**src/rtl/axi_lite_clint_timer_pkg.sv**
```systemverilog
// Shared types for the CLINT machine timer: timer output bundle, register offsets,
// AXI response codes, FSM state types and the byte-lane merge helper.
package TimerStruct;

  typedef struct packed {
    logic [63:0] mtime;
    logic        mtip;
  } TimerPack;

  localparam logic [15:0] MTIME_OFF    = 16'hBFF8;
  localparam logic [15:0] MTIMECMP_OFF = 16'h4000;
  localparam logic [15:0] MSIP_OFF     = 16'h0000;

  localparam logic [1:0] RESP_OKAY   = 2'b00;
  localparam logic [1:0] RESP_SLVERR = 2'b10;

  typedef enum logic [1:0] {
    WIdle,
    WWaitAw,
    WWaitW,
    WResp
  } wr_state_e;

  typedef enum logic {
    RIdle,
    RData
  } rd_state_e;

  function automatic logic [63:0] byte_merge(input logic [63:0] old_val,
                                             input logic [63:0] new_val,
                                             input logic [7:0]  strb);
    logic [63:0] res;
    for (int i = 0; i < 8; i++) begin
      res[8*i +: 8] = strb[i] ? new_val[8*i +: 8] : old_val[8*i +: 8];
    end
    return res;
  endfunction

endpackage

```
**src/rtl/axi_ift.sv**
```systemverilog
// AXI-lite channel bundle between the MMIO master and the CLINT timer slave.
interface AXI_ift #(
  parameter int unsigned ADDR_W = 64,
  parameter int unsigned DATA_W = 64
);
  logic [ADDR_W-1:0]   awaddr;
  logic                awvalid;
  logic                awready;
  logic [DATA_W-1:0]   wdata;
  logic [DATA_W/8-1:0] wstrb;
  logic                wvalid;
  logic                wready;
  logic [1:0]          bresp;
  logic                bvalid;
  logic                bready;
  logic [ADDR_W-1:0]   araddr;
  logic                arvalid;
  logic                arready;
  logic [DATA_W-1:0]   rdata;
  logic [1:0]          rresp;
  logic                rvalid;
  logic                rready;

  modport Slave (
    input  awaddr, awvalid, wdata, wstrb, wvalid, bready, araddr, arvalid, rready,
    output awready, wready, bresp, bvalid, arready, rdata, rresp, rvalid
  );

  modport Master (
    output awaddr, awvalid, wdata, wstrb, wvalid, bready, araddr, arvalid, rready,
    input  awready, wready, bresp, bvalid, arready, rdata, rresp, rvalid
  );
endinterface

```
**src/rtl/axi_lite_clint_timer_decode.sv**
```systemverilog
// Combinational CLINT offset decode, used once for the write path and once for the read path.
// The MSIP select only exists when CLINT_MSIP_EN is defined.
module clint_reg_decode
  import TimerStruct::*;
(
  input  logic [15:0] off_i,
  output logic        sel_mtime_o,
  output logic        sel_cmp_o,
  output logic        sel_msip_o,
  output logic        err_o
);

  logic aligned;

  always_comb begin
    aligned     = (off_i[2:0] == 3'b000);
    sel_mtime_o = aligned && (off_i == MTIME_OFF);
    sel_cmp_o   = aligned && (off_i == MTIMECMP_OFF);
`ifdef CLINT_MSIP_EN
    sel_msip_o  = aligned && (off_i == MSIP_OFF);
`else
    sel_msip_o  = 1'b0;
`endif
    err_o       = !(sel_mtime_o || sel_cmp_o || sel_msip_o);
  end

endmodule

```
**src/rtl/axi_lite_clint_timer.sv**
```systemverilog
// AXI-lite CLINT machine timer: prescaled mtime, mtimecmp, registered mtip and independent
// read/write channel FSMs. Defining CLINT_MSIP_EN adds the MSIP register and msip port.
module axi_lite_clint_timer
  import TimerStruct::*;
#(
  parameter int unsigned C_S_AXI_ADDR_WIDTH = 64,
  parameter int unsigned C_S_AXI_DATA_WIDTH = 64,
  parameter int unsigned TICK_DIV           = 1
) (
  input  logic     clk,
  input  logic     rstn,
  AXI_ift.Slave    slave_ift,
  output TimerPack time_out
`ifdef CLINT_MSIP_EN
  ,
  output logic     msip
`endif
);

  localparam int unsigned CntW = (TICK_DIV > 1) ? $clog2(TICK_DIV) : 1;

  logic [CntW-1:0] cnt_q, cnt_d;
  logic            tick;
  logic [63:0]     mtime_q, mtime_d;
  logic [63:0]     mtimecmp_q, mtimecmp_d;
  logic            mtip_q;

  wr_state_e   wst_q;
  logic        awready_q, wready_q, bvalid_q;
  logic [1:0]  bresp_q;
  logic [15:0] awaddr_q;
  logic [63:0] wdata_q;
  logic [7:0]  wstrb_q;

  rd_state_e   rst_q;
  logic        arready_q, rvalid_q;
  logic [63:0] rdata_q;
  logic [1:0]  rresp_q;

  logic        aw_hs, w_hs, ar_hs;
  logic        wr_fire;
  logic [15:0] wr_off;
  logic [63:0] wr_data;
  logic [7:0]  wr_strb;
  logic [1:0]  wr_resp;
  logic        wr_sel_mtime, wr_sel_cmp, wr_sel_msip, wr_err;
  logic        rd_sel_mtime, rd_sel_cmp, rd_sel_msip, rd_err;
  logic [63:0] rd_val;

  logic unused_addr;
  assign unused_addr = ^{slave_ift.awaddr[C_S_AXI_ADDR_WIDTH-1:16],
                         slave_ift.araddr[C_S_AXI_ADDR_WIDTH-1:16]};

  assign aw_hs = slave_ift.awvalid && awready_q;
  assign w_hs  = slave_ift.wvalid && wready_q;
  assign ar_hs = slave_ift.arvalid && arready_q;

  // The half of the write that arrived first comes from the latch, the other from the bus.
  always_comb begin
    case (wst_q)
      WIdle:   wr_fire = aw_hs && w_hs;
      WWaitW:  wr_fire = w_hs;
      WWaitAw: wr_fire = aw_hs;
      default: wr_fire = 1'b0;
    endcase
    wr_off  = (wst_q == WWaitW) ? awaddr_q : slave_ift.awaddr[15:0];
    wr_data = (wst_q == WWaitAw) ? wdata_q : slave_ift.wdata[C_S_AXI_DATA_WIDTH-1:0];
    wr_strb = (wst_q == WWaitAw) ? wstrb_q : slave_ift.wstrb;
    wr_resp = wr_err ? RESP_SLVERR : RESP_OKAY;
  end

  clint_reg_decode u_wr_decode (
    .off_i       (wr_off),
    .sel_mtime_o (wr_sel_mtime),
    .sel_cmp_o   (wr_sel_cmp),
    .sel_msip_o  (wr_sel_msip),
    .err_o       (wr_err)
  );

  clint_reg_decode u_rd_decode (
    .off_i       (slave_ift.araddr[15:0]),
    .sel_mtime_o (rd_sel_mtime),
    .sel_cmp_o   (rd_sel_cmp),
    .sel_msip_o  (rd_sel_msip),
    .err_o       (rd_err)
  );

  // A bus write to MTIME replaces the increment for that cycle.
  always_comb begin
    tick       = (cnt_q == CntW'(TICK_DIV - 1));
    cnt_d      = tick ? '0 : cnt_q + 1'b1;
    mtime_d    = tick ? mtime_q + 64'd1 : mtime_q;
    mtimecmp_d = mtimecmp_q;
    if (wr_fire && wr_sel_mtime) begin
      mtime_d = byte_merge(mtime_q, wr_data, wr_strb);
    end
    if (wr_fire && wr_sel_cmp) begin
      mtimecmp_d = byte_merge(mtimecmp_q, wr_data, wr_strb);
    end
  end

  always_ff @(posedge clk or negedge rstn) begin
    if (!rstn) begin
      cnt_q      <= '0;
      mtime_q    <= '0;
      mtimecmp_q <= '1;
      mtip_q     <= 1'b0;
    end else begin
      cnt_q      <= cnt_d;
      mtime_q    <= mtime_d;
      mtimecmp_q <= mtimecmp_d;
      mtip_q     <= (mtime_q >= mtimecmp_q);
    end
  end

`ifdef CLINT_MSIP_EN
  logic msip_q, msip_d;

  always_comb begin
    msip_d = msip_q;
    if (wr_fire && wr_sel_msip && wr_strb[0]) begin
      msip_d = wr_data[0];
    end
  end

  always_ff @(posedge clk or negedge rstn) begin
    if (!rstn) begin
      msip_q <= 1'b0;
    end else begin
      msip_q <= msip_d;
    end
  end

  assign msip = msip_q;
`else
  logic unused_msip;
  assign unused_msip = wr_sel_msip ^ rd_sel_msip;
`endif

  always_ff @(posedge clk or negedge rstn) begin
    if (!rstn) begin
      wst_q     <= WIdle;
      awready_q <= 1'b0;
      wready_q  <= 1'b0;
      bvalid_q  <= 1'b0;
      bresp_q   <= RESP_OKAY;
      awaddr_q  <= '0;
      wdata_q   <= '0;
      wstrb_q   <= '0;
    end else begin
      case (wst_q)
        WIdle: begin
          if (aw_hs && w_hs) begin
            wst_q     <= WResp;
            awready_q <= 1'b0;
            wready_q  <= 1'b0;
            bvalid_q  <= 1'b1;
            bresp_q   <= wr_resp;
          end else if (aw_hs) begin
            wst_q     <= WWaitW;
            awaddr_q  <= slave_ift.awaddr[15:0];
            awready_q <= 1'b0;
            wready_q  <= 1'b1;
          end else if (w_hs) begin
            wst_q     <= WWaitAw;
            wdata_q   <= slave_ift.wdata[C_S_AXI_DATA_WIDTH-1:0];
            wstrb_q   <= slave_ift.wstrb;
            awready_q <= 1'b1;
            wready_q  <= 1'b0;
          end else begin
            awready_q <= 1'b1;
            wready_q  <= 1'b1;
          end
        end
        WWaitW: begin
          if (w_hs) begin
            wst_q    <= WResp;
            wready_q <= 1'b0;
            bvalid_q <= 1'b1;
            bresp_q  <= wr_resp;
          end
        end
        WWaitAw: begin
          if (aw_hs) begin
            wst_q     <= WResp;
            awready_q <= 1'b0;
            bvalid_q  <= 1'b1;
            bresp_q   <= wr_resp;
          end
        end
        WResp: begin
          if (slave_ift.bready) begin
            wst_q     <= WIdle;
            bvalid_q  <= 1'b0;
            awready_q <= 1'b1;
            wready_q  <= 1'b1;
          end
        end
        default: wst_q <= WIdle;
      endcase
    end
  end

  always_comb begin
    rd_val = '0;
    if (rd_sel_mtime) begin
      rd_val = mtime_q;
    end else if (rd_sel_cmp) begin
      rd_val = mtimecmp_q;
`ifdef CLINT_MSIP_EN
    end else if (rd_sel_msip) begin
      rd_val = {63'd0, msip_q};
`endif
    end
  end

  always_ff @(posedge clk or negedge rstn) begin
    if (!rstn) begin
      rst_q     <= RIdle;
      arready_q <= 1'b0;
      rvalid_q  <= 1'b0;
      rdata_q   <= '0;
      rresp_q   <= RESP_OKAY;
    end else begin
      case (rst_q)
        RIdle: begin
          if (ar_hs) begin
            rst_q     <= RData;
            arready_q <= 1'b0;
            rvalid_q  <= 1'b1;
            rdata_q   <= rd_val;
            rresp_q   <= rd_err ? RESP_SLVERR : RESP_OKAY;
          end else begin
            arready_q <= 1'b1;
          end
        end
        RData: begin
          if (slave_ift.rready) begin
            rst_q     <= RIdle;
            rvalid_q  <= 1'b0;
            arready_q <= 1'b1;
          end
        end
        default: rst_q <= RIdle;
      endcase
    end
  end

  assign slave_ift.awready = awready_q;
  assign slave_ift.wready  = wready_q;
  assign slave_ift.bvalid  = bvalid_q;
  assign slave_ift.bresp   = bresp_q;
  assign slave_ift.arready = arready_q;
  assign slave_ift.rvalid  = rvalid_q;
  assign slave_ift.rdata   = rdata_q;
  assign slave_ift.rresp   = rresp_q;

  assign time_out = TimerPack'{mtime: mtime_q, mtip: mtip_q};

endmodule

```
**src/flat_wrapper.sv**
```systemverilog
// flat-port wrapper written by rule: the top's interface ports become plain ports
module axi_lite_clint_timer_flat import TimerStruct::*;
#(
  parameter int unsigned C_S_AXI_ADDR_WIDTH = 64,
  parameter int unsigned C_S_AXI_DATA_WIDTH = 64,
  parameter int unsigned TICK_DIV           = 1
)
  (clk, rstn, time_out, slave_ift_awaddr, slave_ift_awvalid, slave_ift_wdata, slave_ift_wstrb, slave_ift_wvalid, slave_ift_bready, slave_ift_araddr, slave_ift_arvalid, slave_ift_rready, slave_ift_awready, slave_ift_wready, slave_ift_bresp, slave_ift_bvalid, slave_ift_arready, slave_ift_rdata, slave_ift_rresp, slave_ift_rvalid);
  AXI_ift slave_ift_i ();
  input  logic clk;
  input  logic rstn;
  output TimerPack time_out;
  input wire logic [$bits(slave_ift_i.awaddr)-1:0] slave_ift_awaddr;
  input wire logic [$bits(slave_ift_i.awvalid)-1:0] slave_ift_awvalid;
  input wire logic [$bits(slave_ift_i.wdata)-1:0] slave_ift_wdata;
  input wire logic [$bits(slave_ift_i.wstrb)-1:0] slave_ift_wstrb;
  input wire logic [$bits(slave_ift_i.wvalid)-1:0] slave_ift_wvalid;
  input wire logic [$bits(slave_ift_i.bready)-1:0] slave_ift_bready;
  input wire logic [$bits(slave_ift_i.araddr)-1:0] slave_ift_araddr;
  input wire logic [$bits(slave_ift_i.arvalid)-1:0] slave_ift_arvalid;
  input wire logic [$bits(slave_ift_i.rready)-1:0] slave_ift_rready;
  output wire logic [$bits(slave_ift_i.awready)-1:0] slave_ift_awready;
  output wire logic [$bits(slave_ift_i.wready)-1:0] slave_ift_wready;
  output wire logic [$bits(slave_ift_i.bresp)-1:0] slave_ift_bresp;
  output wire logic [$bits(slave_ift_i.bvalid)-1:0] slave_ift_bvalid;
  output wire logic [$bits(slave_ift_i.arready)-1:0] slave_ift_arready;
  output wire logic [$bits(slave_ift_i.rdata)-1:0] slave_ift_rdata;
  output wire logic [$bits(slave_ift_i.rresp)-1:0] slave_ift_rresp;
  output wire logic [$bits(slave_ift_i.rvalid)-1:0] slave_ift_rvalid;
  assign slave_ift_i.awaddr = slave_ift_awaddr;
  assign slave_ift_i.awvalid = slave_ift_awvalid;
  assign slave_ift_i.wdata = slave_ift_wdata;
  assign slave_ift_i.wstrb = slave_ift_wstrb;
  assign slave_ift_i.wvalid = slave_ift_wvalid;
  assign slave_ift_i.bready = slave_ift_bready;
  assign slave_ift_i.araddr = slave_ift_araddr;
  assign slave_ift_i.arvalid = slave_ift_arvalid;
  assign slave_ift_i.rready = slave_ift_rready;
  assign slave_ift_awready = slave_ift_i.awready;
  assign slave_ift_wready = slave_ift_i.wready;
  assign slave_ift_bresp = slave_ift_i.bresp;
  assign slave_ift_bvalid = slave_ift_i.bvalid;
  assign slave_ift_arready = slave_ift_i.arready;
  assign slave_ift_rdata = slave_ift_i.rdata;
  assign slave_ift_rresp = slave_ift_i.rresp;
  assign slave_ift_rvalid = slave_ift_i.rvalid;
  axi_lite_clint_timer #(.C_S_AXI_ADDR_WIDTH(C_S_AXI_ADDR_WIDTH), .C_S_AXI_DATA_WIDTH(C_S_AXI_DATA_WIDTH), .TICK_DIV(TICK_DIV)) u_core (.clk(clk), .rstn(rstn), .slave_ift(slave_ift_i), .time_out(time_out));
endmodule
```
**config.mk**
```make
export PLATFORM = sky130hd
export DESIGN_NAME = axi_lite_clint_timer_flat
export DESIGN_NICKNAME = d
export VERILOG_FILES = /design/src/rtl/axi_lite_clint_timer_pkg.sv /design/src/rtl/axi_ift.sv /design/src/rtl/axi_lite_clint_timer_decode.sv /design/src/rtl/axi_lite_clint_timer.sv /design/src/flat_wrapper.sv
export SDC_FILE = /design/constraint.sdc
export NUM_CORES = 1
export LEC_CHECK = 0
export ABC_AREA = 1
export BUFFER_PORTS_ARGS = -buffer_cell sky130_fd_sc_hd__buf_2
export CORE_UTILIZATION = 40
export DETAILED_ROUTE_END_ITERATION = 10
export HOLD_SLACK_MARGIN = 0.03
export SLEW_MARGIN = 20
export SYNTH_ARGS = -nofsm -noshare
export SYNTH_HDL_FRONTEND = slang
export SYNTH_SLANG_ARGS = --single-unit
```
**constraint.sdc**
```tcl
create_clock -name clk -period 2.26 [get_ports clk]
set_input_delay 0.452 -clock clk [delete_from_list [all_inputs] [get_ports clk]]
set_output_delay 0.452 -clock clk [all_outputs]
set_load 0.05 [all_outputs]
```
* Word level (Yosys, flattened, before mapping)
Cells that the tools add are included.
Operators by class: add/subtract/negate cells 2, $mul 0, divide/modulo/power cells 0, magnitude comparators 1, equality and inequality tests 23, shifts and indexed selects 0, muxes and demuxes 54, bitwise logic cells 3, reductions and logical operators 43
Operator list (count):
- two-way mux 64 bit | 5
- two-way mux 8 bit | 9
- adder 64 x 1 -> 64 bit (second input constant) | 1
- greater-or-equal comparator 64 bit | 1
- AND reduction 2 bit | 18
- equality test 16 x 15 -> 1 bit (second input constant) | 2
- equality test 16 bit (second input constant) | 2
- != test 2 x 1 -> 1 bit (second input constant) | 12
- two-way mux 2 bit | 11
- two-way mux 1 bit | 19
- two-way mux 16 bit | 1
- AND reduction 4 bit | 4
- logical AND 1 bit | 10
- case mux 1 bit (3 select lines) | 3
- AND reduction 3 bit | 3
- nonzero test 3 bit | 3
- case mux 2 bit (4 select lines) | 1
- zero test 3 bit | 2
- != test 2 bit (second input constant) | 3
- case mux 1 bit (2 select lines) | 3
- case mux 2 bit (3 select lines) | 1
- equality test 2 bit (second input constant) | 2
- != test 4 x 1 -> 1 bit (second input constant) | 1
- case mux 1 bit (4 select lines) | 1
- 5 further kinds | 8
Storage, ports and cells: register bits after elaboration 294, bits in latches 0, memory bits (writable) 0, ROM bits 0, input bits 207, output and inout bits 138, memories 0

* Logic depth before layout (Yosys ltp)
depth after elaboration 8, depth in mapped cells 16, gate-level depth less buffers 15

* By module
From an unflattened synthesis, not the netlist that was laid out.
Unflattened totals: cells, all modules 2386, area, all modules 17106.4 sq um
By module, submodules not included:
- axi_lite_clint_timer | instances 1, cells an instance 2290, area an instance 16728.5 sq um, seq. area each 7362.1 sq um
- clint_reg_decode | instances 2, cells an instance 48, area an instance 188.9 sq um, seq. area each 0.0 sq um

* Least setup slack after synthesis
Ideal clock, no wire load.
path type register to register, start point register u_core.mtime_q[1], end point register u_core.mtime_q[58], setup time 118 ps, arrival 2134 ps, data required time 2142 ps, setup slack 8 ps, cell stages (with the launch flop) 11, period minus slack after synthesis 2252 ps, cells stage by stage dfrtp_1 > ha_1 > inv_1 > nor2_1 > nand2_1 > nor2_1 > nand2_1 > o21ai_0 > nand3_1 > nand2_1 > nand2_1
Between the ends: longest elaborated chain between the ends 3
Ends and longest elaborated chain:
- start, declared | line axi_lite_clint_timer.sv:24 | logic [63:0] mtime_q, mtime_d;
- start signal, assigned | line axi_lite_clint_timer.sv:110 | mtime_q <= mtime_d;
- adder 64 x 1 -> 64 bit | line axi_lite_clint_timer.sv:92 | mtime_d = tick ? mtime_q + 64'd1 : mtime_q;
- two-way mux 64 bit | line axi_lite_clint_timer.sv:92
- two-way mux 64 bit | line axi_lite_clint_timer.sv:94 | if (wr_fire && wr_sel_mtime) begin
No other way between the ends. The select of a mux whose other input is x is not followed. A chain may end at the register's enable or synchronous reset.

* Final worst setup path
start point register u_core.wst_q[1], end point register u_core.mtime_q[24]
Between the ends: longest elaborated chain between the ends 7, elaborated cells between the ends (all ways) 16, those cells by class eq/ne: 5; mux: 6; reduce/logical: 5
Ends and longest elaborated chain:
- start, declared | line axi_lite_clint_timer.sv:28 | wr_state_e wst_q;
- start signal, assigned | line axi_lite_clint_timer.sv:142 | wst_q <= WIdle;
- start signal, assigned | line axi_lite_clint_timer.sv:154 | wst_q <= WResp;
- start signal, assigned | line axi_lite_clint_timer.sv:160 | wst_q <= WWaitW;
- equality test 2 bit | line axi_lite_clint_timer.sv:60, axi_lite_clint_timer.sv:66
- two-way mux 16 bit | line axi_lite_clint_timer.sv:66 | wr_off = (wst_q == WWaitW) ? awaddr_q : slave_ift.awaddr[15:0];
- equality test 16 bit / zero test 3 bit (equally long branches) | line axi_lite_clint_timer_decode.sv:17, axi_lite_clint_timer_decode.sv:16
- logical AND 1 bit | line axi_lite_clint_timer_decode.sv:17 | sel_mtime_o = aligned && (off_i == MTIME_OFF);
- logical AND 1 bit | line axi_lite_clint_timer.sv:94
- != test 2 x 1 -> 1 bit (no source line) / != test 2 bit (equally long branches)
- AND reduction 2 bit (no source line)
Several ways; a longest one is shown, not always the timed one. The select of a mux whose other input is x is not followed.

==> reports/qor.yml <==
outcome:
  outcome: "finished, violations left"
  violations: "negative setup slack"
critical_path:
  reg2reg_setup_slack_ps: -70
  rr_startpoint: "u_core.wst_q[1]$_DFFE_PN0P_"
  cp_common_cell: "nor2_4"
  crit_chain: "ha_4, buf_6, clkbuf_16, o21a_4, nor2_4, nand3_2, nor2_4, nand3_4, buf_12, nor2_4, nand2_1, nand2_1"
  worst-path-max-fanout: 8
  cp_slowest_stage_delay_ps: 410
  cp_num_buf_inv: 3
  crit_path_top_delay_cell: "dfrtp_1"
  cp_top_family: "simple AND/OR/NAND/NOR gates"
  critical_path_required_ps: 2740
  endpoint_kind: "flip-flop"
  path_class: "flip-flop to flip-flop"
  cp-start-kind: "flip-flop"
  worst_r2r_path_depth: 12
  rr_endpoint: "u_core.mtime_q[24]$_DFFE_PN0P_"
  crit_arrival_ps: 2820
drt:
  vias: 19470
  viasPerCell: 5.225
  wl_per_cell_um: 19.12
  first_pass_iters: 5
  drtIter0Drc: 1773
  drcViolationCount: 0
  totalWireLength_um: 71250
  ant_nets: 0
finish:
  syn2layout_area_growth_pct: 31.54
  final_cells: 3727
  layout-drive-gt1-share_pct: 24.58
  finalNetCount: 3374
  fillerInstances: 4481
  fin_area_mm2: 0.02425
clock_network:
  cts.reportedPaths.clkPinSlew_ps: 60
  clockBufferDepth: 3
  numCtsBuffers: 37
  cts-root-buf: "clkbuf_16"
  h-tree-depth: 2
  tritoncts: "done"
  clk_latency_ps: 570
  cts_sinks: 291
floorplanning:
  io_pins: 345
  start_util_pct: 40.63
  num_rows: 78
  die_w_um: 216.7
  dieArea_mm2: 0.04696
  fp.dieH_um: 216.7
  core_area_mm2: 0.04538
timing:
  fin_skew_ps: 25.08
  fin_ws_ps: -74.20
  tns_ps: -1247
  rsz0062_at_grt: "yes"
  finalSetupViolCount: 38
  slew_headroom_pct: 54.66
  final_hold_viol_count: 0
  finalMaxSlewViolations: 0
  fin_crit_ps: 2334
  worstMarginPinSlew_ps: 680.2
  period_share_pct: 103.3
  fmax_mhz: 428.4
place:
  routabilityCongestion: 0.9874
  preCtsSetupSlack_ps: -186.2
  post_dp_cell_area_mm2: 0.02194
  port_buffers: 246
  place_hpwl_um: 52560
  placedCellCount: 3623
grt:
  grt_pass1_wl_um: 107500
  grt_max_degree: 72
  grt_pass1_vias: 18410
  antenna_found_initial: 13
  gr-total-overflow: 0
  grt_usage_pct: 29.74
logic_synthesis:
  ys.flop_type: "dfrtp_1"
  synth_async_sr_flop_share_pct: 100.0
  syn_area_mm2: 0.01844
  synth_cell_type_count: 45
  yosys_warnings: 0
  ys_seq_area_share_pct: 39.93
  syn-mean-instance-area_um2: 6.942
  ys_ff_latch: 291
  syn_inst: 2656
  synth_edf_count: 0
run:
  maxCapViolations: 0
min_path:
  whs_endpoint: "u_core.slave_ift.rvalid$_DFFE_PN0P_"
  min_from: "slave_ift_rready"
  min_path_cells: 2
  hold_class: "input port to flip-flop"
power:
  p_leak_nw: 12.72
  power_mw: 20.37
  power_density_mw_per_mm2: 839.8
  ir_drop_v: 0.0008542
[metal layers]
metal | track usage [%] | share of wire [%]
met5 | 0 | 0.15
met4 | 9.014 | 2.7
met3 | 5.263 | 8.2
met2 | 43.53 | 42
met1 | 44.26 | 47
[placed cells by master, fill, tap and decap left out, drive strengths merged]
cell	n
dfstp	64
mux2	4
diode	3
dlygate4sd3	1
a31oi	3
o21ai	278
nor4	6
dfrtp	227
ha	71
nor3	5
clkinv	6
a21oi	39
nand2	983
mux2i	1
nor2	200
o211ai	6
bufinv	4
nand3	181
a21o	1
xor2	30
nor3b	3
buf	509
inv	299
and2	6
xnor2	2
or2	12
conb	2
clkinvlp	3
nand4	112
clkbuf	61
o21a	4
o31ai	1
[Yosys cell counts (6+ instances only)]
master    instances  share of area [%]
a21oi_1          39                1.1
and2_1            6               0.20
buf_1             8               0.16
buf_2            14               0.38
buf_4            10               0.41
buf_6            16               0.98
clkbuf_1         67                1.4
dfrtp_1         227                 31
dfstp_2          64                9.1
ha_1             71                4.8
inv_1           297                6.0
nand2_1         980                 20
nand3_1         179                4.9
nand4_1         111                3.8
nor2_1          183                3.7
nor2_2            9               0.31
nor2_4            8               0.49
o211ai_1          6               0.24
o21ai_0         241                6.5
o21ai_1          33               0.90
or2_2            11               0.37
xor2_1           30                1.4
[layout make-up]
class | instances | area [µm²] | area share [%]
clock inverter | 12 | 182.7 | 0.7532
tap | 600 | 750.7 | 3.095
sequential | 291 | 7363 | 30.36
antenna | 3 | 7.507 | 0.03095
timing repair buffer | 516 | 3896 | 16.06
multi-input combinational | 1950 | 9828 | 40.52
clock buffer | 55 | 1095 | 4.514
inverter | 300 | 1131 | 4.663
[where the power goes]
part           leakage [nW]  internal [mW]  switching (mW)  total [mW]
logic                  8.73           2.79            4.76        7.56
clock network         0.616           3.82            2.45        6.27
registers              3.38           6.06           0.484        6.54
[metrics by stage]
step                hold WS [ps]  util, %
floorplan                  156.4        -
global placement           424.4    48.35
detailed placement         439.2    48.35
CTS                        78.47    51.81
global route               95.51    53.44
finish                     98.86    53.45
[timing repair]
item,4_1_cts,5_1_grt
pin swaps,0,76
hold buffers,1,0
resized for setup,29,127
hold endpoints to repair,41,0
gates cloned,5,6
setup buffers,4,21
setup endpoints to repair,128,127
[cell families (layout without fill, tap and decap cells)]
logic type               Yosys count  count (layout)  synth area share [%]
XOR/XNOR                          32              32                 1.520
flip-flops                       291             291                 39.93
other                              1               5               0.02034
AO/OA/AOI/OAI                    332             332                 9.276
adder cells (fa/ha/maj)           71              71                 4.818
AND/OR/NAND/NOR                 1508            1508                 34.66
multiplexers                       5               5                0.2986
buffers and inverters            416             883                 9.480
[registers in the layout, summed over array words and instances, names as in the netlist]
signal and cells:
u_core.slave_ift.wready 1, u_core.slave_ift.bvalid 1, u_core.slave_ift.bresp 1, u_core.slave_ift.awready 1, u_core.wdata_q 64, u_core.mtimecmp_q 64, u_core.rst_q 1, u_core.wstrb_q 8
u_core.slave_ift.rvalid 1, u_core.awaddr_q 16, u_core.wst_q 2, u_core.slave_ift.arready 1, u_core.slave_ift.rdata 64, u_core.mtip_q 1, u_core.slave_ift.rresp 1, u_core.mtime_q 64
[worst max-delay path by stage]
stage | from | depth (start not counted) | to
finish | u_core.wst_q[1]$_DFFE_PN0P_ | 12 | u_core.mtime_q[24]$_DFFE_PN0P_
global route | u_core.wst_q[1]$_DFFE_PN0P_ | 13 | u_core.mtime_q[15]$_DFFE_PN0P_
CTS | u_core.wst_q[0]$_DFFE_PN0P_ | 14 | u_core.mtime_q[12]$_DFFE_PN0P_
detailed placement | u_core.wst_q[0]$_DFFE_PN0P_ | 12 | u_core.mtimecmp_q[60]$_DFFE_PN1P_
global placement | u_core.wst_q[0]$_DFFE_PN0P_ | 12 | u_core.mtimecmp_q[60]$_DFFE_PN1P_
floorplan | u_core.mtime_q[1]$_DFFE_PN0P_ | 10 | u_core.mtime_q[58]$_DFFE_PN0P_
[worst register-to-register path, delay by kind of cell, from the launching register on]
family | cells | cell delay (ps)
adder cells (fa/ha/maj) | 1 | 190
flip-flops | 1 | 410
buffers and inverters | 3 | 520
AND/OR/NAND/NOR | 7 | 950
AO/OA/AOI/OAI | 1 | 220
No activity file was read; power rests on OpenSTA's default activity.
